--- config.mk ---
export PLATFORM = sky130hd
export DESIGN_NAME = pdp_trace_encoder_flat
export DESIGN_NICKNAME = d
export VERILOG_FILES = /design/src/rtl/pdp_trace_encoder_if.sv /design/src/rtl/pdp_trace_encoder.sv /design/src/flat_wrapper.sv
export SDC_FILE = /design/constraint.sdc
export NUM_CORES = 1
export LEC_CHECK = 0
export CAP_MARGIN = 20
export CORE_ASPECT_RATIO = 0.8
export CORE_UTILIZATION = 42
export CTS_CLUSTER_DIAMETER = 150
export DETAILED_ROUTE_END_ITERATION = 8
export PLACE_DENSITY_LB_ADDON = 0.3
export SETUP_SLACK_MARGIN = 0.3
export SLEW_MARGIN = 5
export SYNTH_ARGS = -nofsm -noshare
export SYNTH_HDL_FRONTEND = slang
export SYNTH_SLANG_ARGS = --single-unit
--- constraint.sdc ---
create_clock -name clk -period 5 [get_ports clk]
set_input_delay 0.5 -clock clk [delete_from_list [all_inputs] [get_ports clk]]
set_output_delay 0.5 -clock clk [all_outputs]
set_load 0.005 [all_outputs]
--- src/rtl/pdp_trace_encoder_if.sv ---
// ---------------------------------------------------------------------------
// pdp_trace_encoder_if
//
// Purpose: bundles the two streams that pass through the trace encoder.
//   - Access side: memory-access events coming from the PDP-11 CPU model.
//   - Trace side: encoded trace words going to the trace-file writer.
//
// Signals:
//   acc_valid    access event present this cycle
//   acc_type     0 = data read, 1 = data write, 2 = instruction fetch, 3 = reserved
//   acc_addr     byte address of the access
//   acc_byte     1 = byte access, 0 = word access
//   trace_valid  trace_word holds an unconsumed entry
//   trace_ready  downstream accepts trace_word this cycle
//   trace_word   {type[1:0], addr[15:0]}
//
// Modports:
//   master  the environment: drives accesses and trace_ready
//   slave   the encoder: consumes accesses, produces trace words
// ---------------------------------------------------------------------------
interface pdp_trace_encoder_if;
    logic        acc_valid;
    logic [1:0]  acc_type;
    logic [15:0] acc_addr;
    logic        acc_byte;
    logic        trace_valid;
    logic        trace_ready;
    logic [17:0] trace_word;

    modport master (
        output acc_valid,
        output acc_type,
        output acc_addr,
        output acc_byte,
        output trace_ready,
        input  trace_valid,
        input  trace_word
    );

    modport slave (
        input  acc_valid,
        input  acc_type,
        input  acc_addr,
        input  acc_byte,
        input  trace_ready,
        output trace_valid,
        output trace_word
    );
endinterface

--- src/rtl/pdp_trace_encoder.sv ---
// ---------------------------------------------------------------------------
// pdp_trace_encoder
//
// Purpose: captures PDP-11 memory-access events (data read, data write,
// instruction fetch), encodes each as an 18-bit trace word
// {type[1:0], addr[15:0]}, buffers the words in a show-ahead FIFO and hands
// them to the trace-file writer one per valid/ready handshake. Word accesses
// to odd addresses and the reserved access type are rejected and flagged.
// Per-type statistics count every access that enters the FIFO.
//
// Parameters:
//   DEPTH   FIFO entries, power of two, 2..64
//   CNT_W   width of each statistics counter
//
// Ports:
//   clk         system clock, all state updates on the rising edge
//   rst_n       asynchronous active-low reset
//   bus         pdp_trace_encoder_if.slave (access stream in, trace stream out)
//   fifo_level  current number of buffered entries
//   overflow    sticky, a legal access was dropped because the FIFO was full
//   odd_err     one-cycle pulse after an illegal access
//   stat_clr    synchronous clear of the counters and overflow
//   rd_count    accepted data reads (saturating)
//   wr_count    accepted data writes (saturating)
//   if_count    accepted instruction fetches (saturating)
// ---------------------------------------------------------------------------
module pdp_trace_encoder #(
    parameter int DEPTH = 8,
    parameter int CNT_W = 32
) (
    input  logic                     clk,
    input  logic                     rst_n,
    pdp_trace_encoder_if.slave       bus,
    output logic [$clog2(DEPTH):0]   fifo_level,
    output logic                     overflow,
    output logic                     odd_err,
    input  logic                     stat_clr,
    output logic [CNT_W-1:0]         rd_count,
    output logic [CNT_W-1:0]         wr_count,
    output logic [CNT_W-1:0]         if_count
);

    localparam int                 PTR_W    = $clog2(DEPTH);
    localparam logic [PTR_W:0]     FULL_LVL = (PTR_W + 1)'(DEPTH);
    localparam logic [CNT_W-1:0]   CNT_MAX  = '1;

    localparam logic [1:0] TYPE_READ  = 2'd0;
    localparam logic [1:0] TYPE_WRITE = 2'd1;
    localparam logic [1:0] TYPE_FETCH = 2'd2;
    localparam logic [1:0] TYPE_RSVD  = 2'd3;

    logic [17:0]      mem [DEPTH];
    logic [PTR_W-1:0] wr_ptr;
    logic [PTR_W-1:0] rd_ptr;
    logic [17:0]      last_word;

    logic legal;
    logic is_full;
    logic is_empty;
    logic do_pop;
    logic do_push;
    logic do_drop;

    // Classify the incoming access and decide what happens to it this cycle.
    // A full FIFO still accepts a push when the head is leaving in the same
    // cycle, because the pop frees exactly the slot the push needs.
    always_comb begin
        legal    = bus.acc_valid && (bus.acc_type != TYPE_RSVD)
                   && (bus.acc_byte || !bus.acc_addr[0]);
        is_full  = (fifo_level == FULL_LVL);
        is_empty = (fifo_level == '0);
        do_pop   = !is_empty && bus.trace_ready;
        do_push  = legal && (!is_full || do_pop);
        do_drop  = legal && is_full && !do_pop;
    end

    // Show-ahead output: the head entry is presented straight from storage.
    // When the FIFO runs dry the last consumed word is held so the downstream
    // side never sees stale storage contents. Every term here comes from a
    // register, so nothing on the access side reaches the trace side within
    // the same cycle.
    always_comb begin
        bus.trace_valid = !is_empty;
        bus.trace_word  = is_empty ? last_word : mem[rd_ptr];
    end

    // Entry storage. It is deliberately not reset: validity is tracked by
    // fifo_level, and the empty-case output comes from last_word.
    always_ff @(posedge clk) begin
        if (do_push) begin
            mem[wr_ptr] <= {bus.acc_type, bus.acc_addr};
        end
    end

    // Pointers, occupancy and the held copy of the last consumed word.
    // Pointers are exactly PTR_W bits wide, so they wrap modulo DEPTH on
    // their own; fifo_level carries the extra bit that tells full from empty.
    always_ff @(posedge clk or negedge rst_n) begin
        if (!rst_n) begin
            wr_ptr     <= '0;
            rd_ptr     <= '0;
            fifo_level <= '0;
            last_word  <= '0;
        end else begin
            if (do_push) begin
                wr_ptr <= wr_ptr + PTR_W'(1);
            end
            if (do_pop) begin
                rd_ptr    <= rd_ptr + PTR_W'(1);
                last_word <= mem[rd_ptr];
            end
            case ({do_push, do_pop})
                2'b10:   fifo_level <= fifo_level + (PTR_W + 1)'(1);
                2'b01:   fifo_level <= fifo_level - (PTR_W + 1)'(1);
                default: fifo_level <= fifo_level;
            endcase
        end
    end

    // Rejected-access pulse: high for exactly the cycle after an illegal
    // access, low otherwise.
    always_ff @(posedge clk or negedge rst_n) begin
        if (!rst_n) begin
            odd_err <= 1'b0;
        end else begin
            odd_err <= bus.acc_valid && !legal;
        end
    end

    // Sticky overflow flag. A clear in the same cycle as a drop wins, so the
    // flag only reflects drops that happen after the clear.
    always_ff @(posedge clk or negedge rst_n) begin
        if (!rst_n) begin
            overflow <= 1'b0;
        end else if (stat_clr) begin
            overflow <= 1'b0;
        end else if (do_drop) begin
            overflow <= 1'b1;
        end
    end

    // Saturating per-type statistics. Only accesses that actually enter the
    // FIFO are counted, so the counts match what the writer will log. A clear
    // coinciding with a push zeroes the counter; the entry is still enqueued.
    always_ff @(posedge clk or negedge rst_n) begin
        if (!rst_n) begin
            rd_count <= '0;
            wr_count <= '0;
            if_count <= '0;
        end else if (stat_clr) begin
            rd_count <= '0;
            wr_count <= '0;
            if_count <= '0;
        end else if (do_push) begin
            case (bus.acc_type)
                TYPE_READ: begin
                    if (rd_count != CNT_MAX) begin
                        rd_count <= rd_count + CNT_W'(1);
                    end
                end
                TYPE_WRITE: begin
                    if (wr_count != CNT_MAX) begin
                        wr_count <= wr_count + CNT_W'(1);
                    end
                end
                TYPE_FETCH: begin
                    if (if_count != CNT_MAX) begin
                        if_count <= if_count + CNT_W'(1);
                    end
                end
                default: begin
                    rd_count <= rd_count;
                end
            endcase
        end
    end

endmodule

--- src/flat_wrapper.sv ---
// flat-port wrapper written by rule: the top's interface ports become plain ports
module pdp_trace_encoder_flat 
#(
    parameter int DEPTH = 8,
    parameter int CNT_W = 32
)
  (clk, rst_n, fifo_level, overflow, odd_err, stat_clr, rd_count, wr_count, if_count, bus_acc_valid, bus_acc_type, bus_acc_addr, bus_acc_byte, bus_trace_ready, bus_trace_valid, bus_trace_word);
  pdp_trace_encoder_if bus_i ();
  input  logic clk;
  input  logic rst_n;
  output logic [$clog2(DEPTH):0] fifo_level;
  output logic overflow;
  output logic odd_err;
  input  logic stat_clr;
  output logic [CNT_W-1:0] rd_count;
  output logic [CNT_W-1:0] wr_count;
  output logic [CNT_W-1:0] if_count;
  input wire logic [$bits(bus_i.acc_valid)-1:0] bus_acc_valid;
  input wire logic [$bits(bus_i.acc_type)-1:0] bus_acc_type;
  input wire logic [$bits(bus_i.acc_addr)-1:0] bus_acc_addr;
  input wire logic [$bits(bus_i.acc_byte)-1:0] bus_acc_byte;
  input wire logic [$bits(bus_i.trace_ready)-1:0] bus_trace_ready;
  output wire logic [$bits(bus_i.trace_valid)-1:0] bus_trace_valid;
  output wire logic [$bits(bus_i.trace_word)-1:0] bus_trace_word;
  assign bus_i.acc_valid = bus_acc_valid;
  assign bus_i.acc_type = bus_acc_type;
  assign bus_i.acc_addr = bus_acc_addr;
  assign bus_i.acc_byte = bus_acc_byte;
  assign bus_i.trace_ready = bus_trace_ready;
  assign bus_trace_valid = bus_i.trace_valid;
  assign bus_trace_word = bus_i.trace_word;
  pdp_trace_encoder #(.DEPTH(DEPTH), .CNT_W(CNT_W)) u_core (.clk(clk), .rst_n(rst_n), .bus(bus_i), .fifo_level(fifo_level), .overflow(overflow), .odd_err(odd_err), .stat_clr(stat_clr), .rd_count(rd_count), .wr_count(wr_count), .if_count(if_count));
endmodule
==> results of run 1 <==
## kinds of logic (layout without fill, tap and decap cells)
logic type                 count (synthesis)  count (layout)  share of synthesized area (%)
AOI/OAI and AO/OA                        209             209                           10.2
xor gates and xnor gates                   7               7                          0.500
adders and majority gates                  6               6                          0.612
buffers and inverters                     74             238                           2.36
DFF                                      270             270                           60.9
muxes                                     69              69                           9.43
and+or+nand+nor                          354             354                           16.0
## cell usage in the layout (no fill, tap or decap), types with 3 or more instances in the layout
cell / count
sky130_fd_sc_hd__or3_1: 29
sky130_fd_sc_hd__nand4_1: 39
sky130_fd_sc_hd__mux2_2: 13
sky130_fd_sc_hd__ha_1: 6
sky130_fd_sc_hd__nor3_1: 11
sky130_fd_sc_hd__buf_4: 21
sky130_fd_sc_hd__nor2b_1: 12
sky130_fd_sc_hd__bufinv_16: 6
sky130_fd_sc_hd__nor4_1: 17
sky130_fd_sc_hd__o41ai_1: 5
sky130_fd_sc_hd__o21ai_0: 47
sky130_fd_sc_hd__nor2_1: 55
sky130_fd_sc_hd__clkbuf_16: 29
sky130_fd_sc_hd__mux2i_1: 20
sky130_fd_sc_hd__dfrtp_1: 125
sky130_fd_sc_hd__clkdlybuf4s50_1: 142
sky130_fd_sc_hd__xnor2_1: 6
sky130_fd_sc_hd__nand2_1: 62
sky130_fd_sc_hd__o31ai_1: 47
sky130_fd_sc_hd__a21oi_1: 95
sky130_fd_sc_hd__nor3_2: 3
sky130_fd_sc_hd__clkinv_1: 5
sky130_fd_sc_hd__mux4_2: 36
sky130_fd_sc_hd__or4_1: 46
sky130_fd_sc_hd__and4_1: 4
sky130_fd_sc_hd__and3_1: 15
sky130_fd_sc_hd__nand3_1: 44
sky130_fd_sc_hd__clkbuf_1: 5
sky130_fd_sc_hd__edfxtp_1: 144
sky130_fd_sc_hd__inv_1: 17
## worst max-delay path, cell delays in order, from the launching register on
cell	delay [ps]
sky130_fd_sc_hd__dfrtp_2	790
sky130_fd_sc_hd__buf_4	490
sky130_fd_sc_hd__mux4_2	560
sky130_fd_sc_hd__mux2i_1	300
sky130_fd_sc_hd__a21oi_1	120
sky130_fd_sc_hd__clkdlybuf4s50_1	470
## per-layer routing
| layer | GRT usage [%] | routed length, um | share of wire, % | up-vias |
|---|---|---|---|---|
| met2 | 29.4 | 13000 | 45 | 244 |
| li1 | - | - | - | 4182 |
| met3 | 3.07 | 1740 | 6.0 | 35 |
| met1 | 30.7 | 13900 | 48 | 4403 |
| met4 | 3.39 | 425 | 1.5 | 0 |
| met5 | 0 | 0 | 0 | - |
## final cells by class
type                       instances  area [sq um]
inverter                          18          67.6
multi-input combinational        645          4540
fill                            2433         13300
clock inverter                    18           269
sequential                       270          7480
tap                              370           463
timing repair buffer             166          1630
clock buffer                      36           772
## worst paths after layout
path	startpoint	to	slack, ps	cells past startpoint
worst max-delay path	u_core.rd_ptr[0]$_DFFE_PN0P_	bus_trace_word[10]	1220	5
worst min-delay path	rst_n	u_core.rd_count[17]$_DFFE_PN0P_	350	2
worst max register to register	u_core.fifo_level[3]$_DFFE_PN0P_	u_core.wr_count[22]$_DFFE_PN0P_	2130	6
worst min register to register	u_core.last_word[14]$_DFFE_PN0P_	u_core.last_word[14]$_DFFE_PN0P_	480	2
max in group asynchronous	rst_n	u_core.rd_ptr[0]$_DFFE_PN0P_	3560	4
min in group clk	stat_clr	u_core.rd_count[28]$_DFFE_PN0P_	370	2
## what timing repair did
action	4_1_cts	5_1_grt
endpoints found under the setup margin	0	0
endpoints found under the hold margin	0	17
hold buffers	0	1
## stage by stage
step,total power (uW),area (sq um),cells,utilization [%],worst slack [ps]
finish,6600,15200,1523,53.4,1220
global route,6920,15200,1523,53.4,1010
CTS,6670,15200,1521,53.3,1150
detailed placement,4330,14100,1467,49.6,1450
global placement,4300,14100,1467,49.6,1530
floorplan,3650,12300,989,-,1210
## registers in the layout (all words and copies together) (netlist names)
name and count:
u_core.rd_count 32, u_core.wr_count 32, u_core.wr_ptr 3, u_core.if_count 32
u_core.rd_ptr 3, u_core.mem 144, u_core.overflow 1, u_core.odd_err 1
u_core.fifo_level 4, u_core.last_word 18
## where the power goes
group | leakage, uW | switching, uW | internal, uW
sequential | 0.00301 | 215 | 2570
clock | 0.000501 | 912 | 1420
combinational | 0.00172 | 672 | 820
total | 0.00523 | 1800 | 4800
==> insert_results.sql, run 1 <==
INSERT INTO impl_metrics (metric_group, metric, value, unit) VALUES
('setup_path', 'timing_worst_setup_path_type', 'reg2out', ''),
('routing', 'initialDrtViolationCount', '629', ''),
('routing', 'detail_route.vias_per_cell', '5.82', ''),
('floorplanning', 'rows', '55', ''),
('power_and_ir_drop', 'power_density', '434', 'nW/um^2'),
('floorplanning', 'core_area', '28500', 'sq um'),
('cts', 'cts.repair.resized', '0', ''),
('synthesis', 'synth_area', '12300', 'sq um'),
('setup_path', 'crit_path_max_fanout', '20', ''),
('grt', 'grt_overflow', '0', ''),
('routing', 'postRouteAntennaNets', '0', ''),
('placed_design', 'port-buffer-count', '144', ''),
('floorplanning', 'io_pins', '145', ''),
('synthesis', 'synth_edf_count', '144', ''),
('setup_path', 'worstSetupStartpointType', 'register', ''),
('outcome', 'violations', 'DRC', ''),
('cts', 'tritoncts', 'yes', ''),
('routing', 'routed-via-count', '8864', ''),
('sta', 'final.setup.tns', '0', 'ps'),
('grt', 'number_of_global_route_vias_before_repair', '8361', ''),
('synthesis', 'yosys_register_bits', '270', ''),
('sta', 'timing.slew.headroom', '35.0', '%'),
('routing', 'wl_per_cell', '19.1', 'um'),
('setup_path', 'critPathRequiredTime', '4500', 'ps'),
('synthesis', 'post_synth_inst_count', '989', ''),
('synthesis', 'ys_top_cells_by_count', '144 x sky130_fd_sc_hd__edfxtp_1, 126 x sky130_fd_sc_hd__dfrtp_1, 95 x sky130_fd_sc_hd__a21oi_1, 62 x sky130_fd_sc_hd__nand2_1, 55 x sky130_fd_sc_hd__nor2_1', ''),
('grt', 'grt_max_degree', '105', ''),
('synthesis', 'async_reset_ff_share', '46.7', '%'),
('floorplanning', 'initial_utilization', '43.1', '%'),
('cts', 'buffers_from_clock_root_to_sink_at_most', '3', ''),
('routing', 'drt-total-wl', '29000', 'um'),
('synthesis', 'yosysWarningCount', '0', ''),
('floorplanning', 'dieWidth', '193', 'um'),
('sta', 'grt_setup_unrepaired', 'false', ''),
('routing', 'detail_route.first_pass.iterations', '7', ''),
('placed_design', 'hpwl', '18700', 'um'),
('cts', 'cts_num_sinks', '270', ''),
('synthesis', 'yosysTopAreaCellShare', '35.2', '%'),
('synthesis', 'synth.avg_cell_area', '12.4', 'sq um'),
('sta', 'finalWorstPathRequiredPeriod', '3780', 'ps'),
('floorplanning', 'dieHeight', '155', 'um'),
('cts', 'cts_root_buffer', 'sky130_fd_sc_hd__clkbuf_16', ''),
('cts', 'cts-htree-levels', '1', ''),
('synthesis', 'top_post_synthesis_cells_by_area', 'sky130_fd_sc_hd__edfxtp_1 35%, sky130_fd_sc_hd__dfrtp_1 26%, sky130_fd_sc_hd__mux4_2 6.6%', ''),
('cts', 'cts.clk_slew.worst_paths', '60', 'ps'),
('synthesis', 'post_synth_num_cell_types', '51', ''),
('synthesis', 'postSynth.topFlopCell', 'sky130_fd_sc_hd__edfxtp_1', ''),
('setup_path', 'cp-end-kind', 'primary output', ''),
('sta', 'worst-slew-pin-transition', '976', 'ps'),
('sta', 'final_max_slew_viol_count', '0', ''),
('grt', 'number_of_antenna_violations_at_the_first_check_in_global_routing', '0', ''),
('power_and_ir_drop', 'leakagePower', '0.00523', 'uW'),
('synthesis', 'synth_top_area_cell', 'sky130_fd_sc_hd__edfxtp_1', ''),
('routing', 'route.detailed.drc', '7', ''),
('cts', 'cts-buffers-inserted', '29', ''),
('sta', 'report.final.setup_viol', '0', ''),
('layout', 'antenna_cells', '0', ''),
('sta', 'finalClockSkew', '13.8', 'ps'),
('job', 'cap_violations', '0', ''),
('cts', 'worst_skew_pair.late_latency', '560', 'ps'),
('floorplanning', 'design.die.area', '29900', 'sq um'),
('sta', 'fmax', '265', 'MHz'),
('placed_design', 'finalWeightedCongestion', '0.804', ''),
('synthesis', 'yosys.cell_count.top_type', 'sky130_fd_sc_hd__edfxtp_1', ''),
('grt', 'gr-usage-all-layers', '19.7', '%'),
('layout', 'flow.area_growth_from_synthesis', '24.0', '%'),
('setup_path', 'timing.critical_path.arrival', '3280', 'ps'),
('sta', 'fin_crit_sh', '75.6', '%'),
('layout', 'drive_gt1_share', '11.4', '%'),
('layout', 'fin_nets', '1160', ''),
('hold_path', 'worstHoldPathType', 'in2async', ''),
('sta', 'holdWs', '353', 'ps'),
('grt', 'grt_first_pass_wirelength', '46900', 'um'),
('synthesis', 'ys_seq_area_share', '60.9', '%'),
('power_and_ir_drop', 'power.ir.vdd_worst', '228', 'uV'),
('outcome', 'status', 'finished with violations', ''),
('cts', 'postCtsSetupRepairBufs', '0', ''),
('sta', 'timing_hold_violations_final', '0', ''),
('synthesis', 'mappedNetlistNets', '1019', '');
Power figures use the tool's default switching activity.
==> run 2, diff against run 1 <==
==> constraint.sdc (replaced) <==
create_clock -name clk -period 3.44 [get_ports clk]
set_input_delay 0.344 -clock clk [delete_from_list [all_inputs] [get_ports clk]]
set_output_delay 0.344 -clock clk [all_outputs]
set_load 0.005 [all_outputs]
==> run 2 against run 1 <==
- the run still ends with DRC left
- final cell count up 1.2%
- count of clock-buffer cells in the layout down 7
- non-clock buffer count up 22
- clock skew down 2.6 ps
- core utilization up 0.23 points
- clock power up 29%
- routed wire length up 0.80%
- sequential share of layout area down 0.19 points
- worst setup slack worse by 770 ps
- sequential power up 44%
- total power up 41%
- register-to-register slack worse by 1400 ps
==> insert_results.sql, run 2 (same netlist as run 1, synthesis figures left out) <==
INSERT INTO impl_metrics (metric_group, metric, value, unit) VALUES
('job', 'cap_violations', '0', ''),
('layout', 'antenna_cells', '0', ''),
('cts', 'cts_num_sinks', '270', ''),
('setup_path', 'crit_path_max_fanout', '22', ''),
('placed_design', 'preCtsSetupSlack', '353', 'ps'),
('cts', 'cts-buffers-inserted', '27', ''),
('sta', 'holdWs', '401', 'ps'),
('placed_design', 'hpwl', '19300', 'um'),
('layout', 'final_cell_count_no_fill', '1541', ''),
('setup_path', 'crit-reg2reg-launch', 'u_core.wr_count[0]$_DFFE_PN0P_', ''),
('power_and_ir_drop', 'switching_share', '27.6', '%'),
('setup_path', 'critPathBufInv', '2', ''),
('setup_path', 'timing_worst_setup_path_type', 'reg2out', ''),
('floorplanning', 'dieWidth', '193', 'um'),
('power_and_ir_drop', 'internal_power', '6730', 'uW'),
('layout', 'finish.utilization', '53.6', '%'),
('setup_path', 'timing.critical_path.arrival', '2640', 'ps'),
('power_and_ir_drop', 'power_density', '608', 'nW/um^2'),
('power_and_ir_drop', 'power_frac_seq', '43.0', '%'),
('hold_path', 'hold_path_depth', '2', ''),
('layout', 'multi_input_area', '4560', 'sq um'),
('layout', 'layout.area.seq', '7480', 'sq um'),
('layout', 'layout_common_cells', '144 x sky130_fd_sc_hd__edfxtp_1, 142 x sky130_fd_sc_hd__clkdlybuf4s50_1, 123 x sky130_fd_sc_hd__dfrtp_1', ''),
('routing', 'routed-via-count', '8908', ''),
('sta', 'worst-slew-pin-transition', '964', 'ps'),
('setup_path', 'worstSetupStartpointType', 'register', ''),
('floorplanning', 'rows', '55', ''),
('routing', 'detail_route.vias_per_cell', '5.78', ''),
('cts', 'cts-htree-levels', '1', ''),
('sta', 'fin_crit_sh', '86.8', '%'),
('layout', 'drive_gt1_share', '13.4', '%'),
('sta', 'final.setup.tns', '0', 'ps'),
('setup_path', 'cp-end-kind', 'primary output', ''),
('setup_path', 'cpPeakStageDelay', '540', 'ps'),
('power_and_ir_drop', 'leakagePower', '0.00528', 'uW'),
('layout', 'fin_nets', '1180', ''),
('setup_path', 'cp_cell_sequence', 'buf_6, mux4_2, mux2i_1, a21oi_1, clkdlybuf4s50_1', ''),
('setup_path', 'critPathRequiredTime', '3100', 'ps'),
('hold_path', 'min_delay_worst_endpoint', 'u_core.wr_count[6]$_DFFE_PN0P_', ''),
('setup_path', 'timing.reg2reg.worst_path_depth', '6', ''),
('cts', 'tritoncts', 'yes', ''),
('cts', 'postCtsSetupRepairBufs', '0', ''),
('sta', 'final_max_slew_viol_count', '0', ''),
('routing', 'detail_route.first_pass.iterations', '9', ''),
('setup_path', 'r2r-end', 'u_core.wr_count[22]$_DFFE_PN0P_', ''),
('routing', 'route.detailed.drc', '7', ''),
('placed_design', 'port-buffer-count', '144', ''),
('routing', 'postRouteAntennaNets', '0', ''),
('setup_path', 'worst-r2r-setup-slack', '730', 'ps'),
('cts', 'cts.clk_slew.worst_paths', '60', 'ps'),
('outcome', 'status', 'finished with violations', ''),
('power_and_ir_drop', 'power.switching', '2560', 'uW'),
('floorplanning', 'initial_utilization', '43.1', '%'),
('layout', 'final_common_cell', 'sky130_fd_sc_hd__edfxtp_1', ''),
('cts', 'worst_skew_pair.late_latency', '540', 'ps'),
('sta', 'report.final.setup_viol', '0', ''),
('grt', 'grt_overflow', '0', ''),
('power_and_ir_drop', 'power.ir.vdd_worst', '489', 'uV'),
('cts', 'cts_root_buffer', 'sky130_fd_sc_hd__clkbuf_16', ''),
('floorplanning', 'core_area', '28500', 'sq um'),
('floorplanning', 'dieHeight', '155', 'um'),
('floorplanning', 'io_pins', '145', ''),
('sta', 'finalWorstPathRequiredPeriod', '2990', 'ps'),
('grt', 'number_of_global_route_vias_before_repair', '8401', ''),
('layout', 'number_of_inserted_filler_cells_in_the_final_layout', '2466', ''),
('routing', 'drt-total-wl', '29300', 'um'),
('power_and_ir_drop', 'power_frac_comb', '24.8', '%'),
('routing', 'initialDrtViolationCount', '770', ''),
('outcome', 'violations', 'DRC', ''),
('hold_path', 'worstHoldPathType', 'in2reg', ''),
('sta', 'timing_hold_violations_final', '0', ''),
('floorplanning', 'design.die.area', '29900', 'sq um'),
('placed_design', 'instance_count_after_placement_with_tap_cells_included', '1490', ''),
('power_and_ir_drop', 'clock_power_share', '32.2', '%'),
('grt', 'grt_first_pass_wirelength', '46600', 'um'),
('grt', 'grt_max_degree', '99', ''),
('cts', 'buffers_from_clock_root_to_sink_at_most', '3', ''),
('layout', 'largest_register_ff_count', '144', ''),
('sta', 'finalWorstSetupSlack', '454', 'ps'),
('grt', 'number_of_antenna_violations_at_the_first_check_in_global_routing', '1', ''),
('routing', 'wl_per_cell', '19.0', 'um'),
('sta', 'grt_setup_unrepaired', 'false', ''),
('hold_path', 'hold_path.startpoint', 'stat_clr', ''),
('placed_design', 'finalWeightedCongestion', '0.844', ''),
('layout', 'flow.area_growth_from_synthesis', '24.6', '%'),
('setup_path', 'crit_start', 'u_core.rd_ptr[0]$_DFFE_PN0P_', ''),
('layout', 'largest_register', 'u_core.mem', ''),
('sta', 'finalClockSkew', '11.1', 'ps'),
('setup_path', 'critical_path.slowest_cell', 'sky130_fd_sc_hd__mux4_2', ''),
('sta', 'fmax', '335', 'MHz'),
('grt', 'gr-usage-all-layers', '19.8', '%'),
('setup_path', 'critical_path.top_delay_family', 'multiplexers', ''),
('sta', 'timing.slew.headroom', '35.7', '%');
[run 2: metrics by stage]
| step | total power, uW | area (sq um) |
|---|---|---|
| after floorplan | 5320 | 12300 |
| after global placement | 6330 | 14400 |
| after detailed placement | 6380 | 14400 |
| after CTS | 9410 | 15300 |
| after global routing | 9730 | 15300 |
| final | 9290 | 15300 |
[run 2: how the worst max path moves through the flow]
| stage | to | cells after the start |
|---|---|---|
| final | bus_trace_word[17] | 5 |
| after global routing | bus_trace_word[17] | 5 |
| after CTS | bus_trace_word[16] | 5 |
| after detailed placement | u_core.wr_count[22]$_DFFE_PN0P_ | 6 |
| after global placement | u_core.wr_count[28]$_DFFE_PN0P_ | 6 |
| after floorplan | u_core.mem[2][0]$_DFFE_PP_ | 6 |
[run 2: repair_timing]
item	4_1_cts	5_1_grt
setup endpoints to repair	3	2
hold endpoints to repair	96	0
hold buffers	1	0
gates resized for setup	2	2
[run 2: cell type report]
class,instances,share of cell area (%)
timing repair buffer,188,11.8
multi-input combinational,645,29.9
clock buffer,29,4.47
sequential,270,48.9
inverter,18,0.442
tap,370,3.03
clock inverter,21,1.46
[run 2: power by group through the flow]
stage,Combinational [uW],Clock (uW),Sequential [uW]
global placement,2300,0,4040
floorplan,1420,0,3900
detailed placement,2330,0,4050
global route,2520,3180,4030
finish,2300,3000,4000
CTS,2350,3070,3990
[run 2: routing by layer]
layer / global-route usage, % / vias up / routed length (um)
li1: - / 4210 / -
met1: 29.7 / 4452 / 13900
met2: 30.0 / 208 / 13300
met3: 3.27 / 36 / 1500
met4: 4.50 / 2 / 530
met5: 0 / - / 13
[run 2: worst reg2reg max path, delay by kind of cell (launching register included)]
| kind | cells | cell delay [ps] |
|---|---|---|
| fa+ha+maj | 1 | 200 |
| simple gates | 4 | 1820 |
| compound gates | 1 | 170 |
| flops | 1 | 440 |
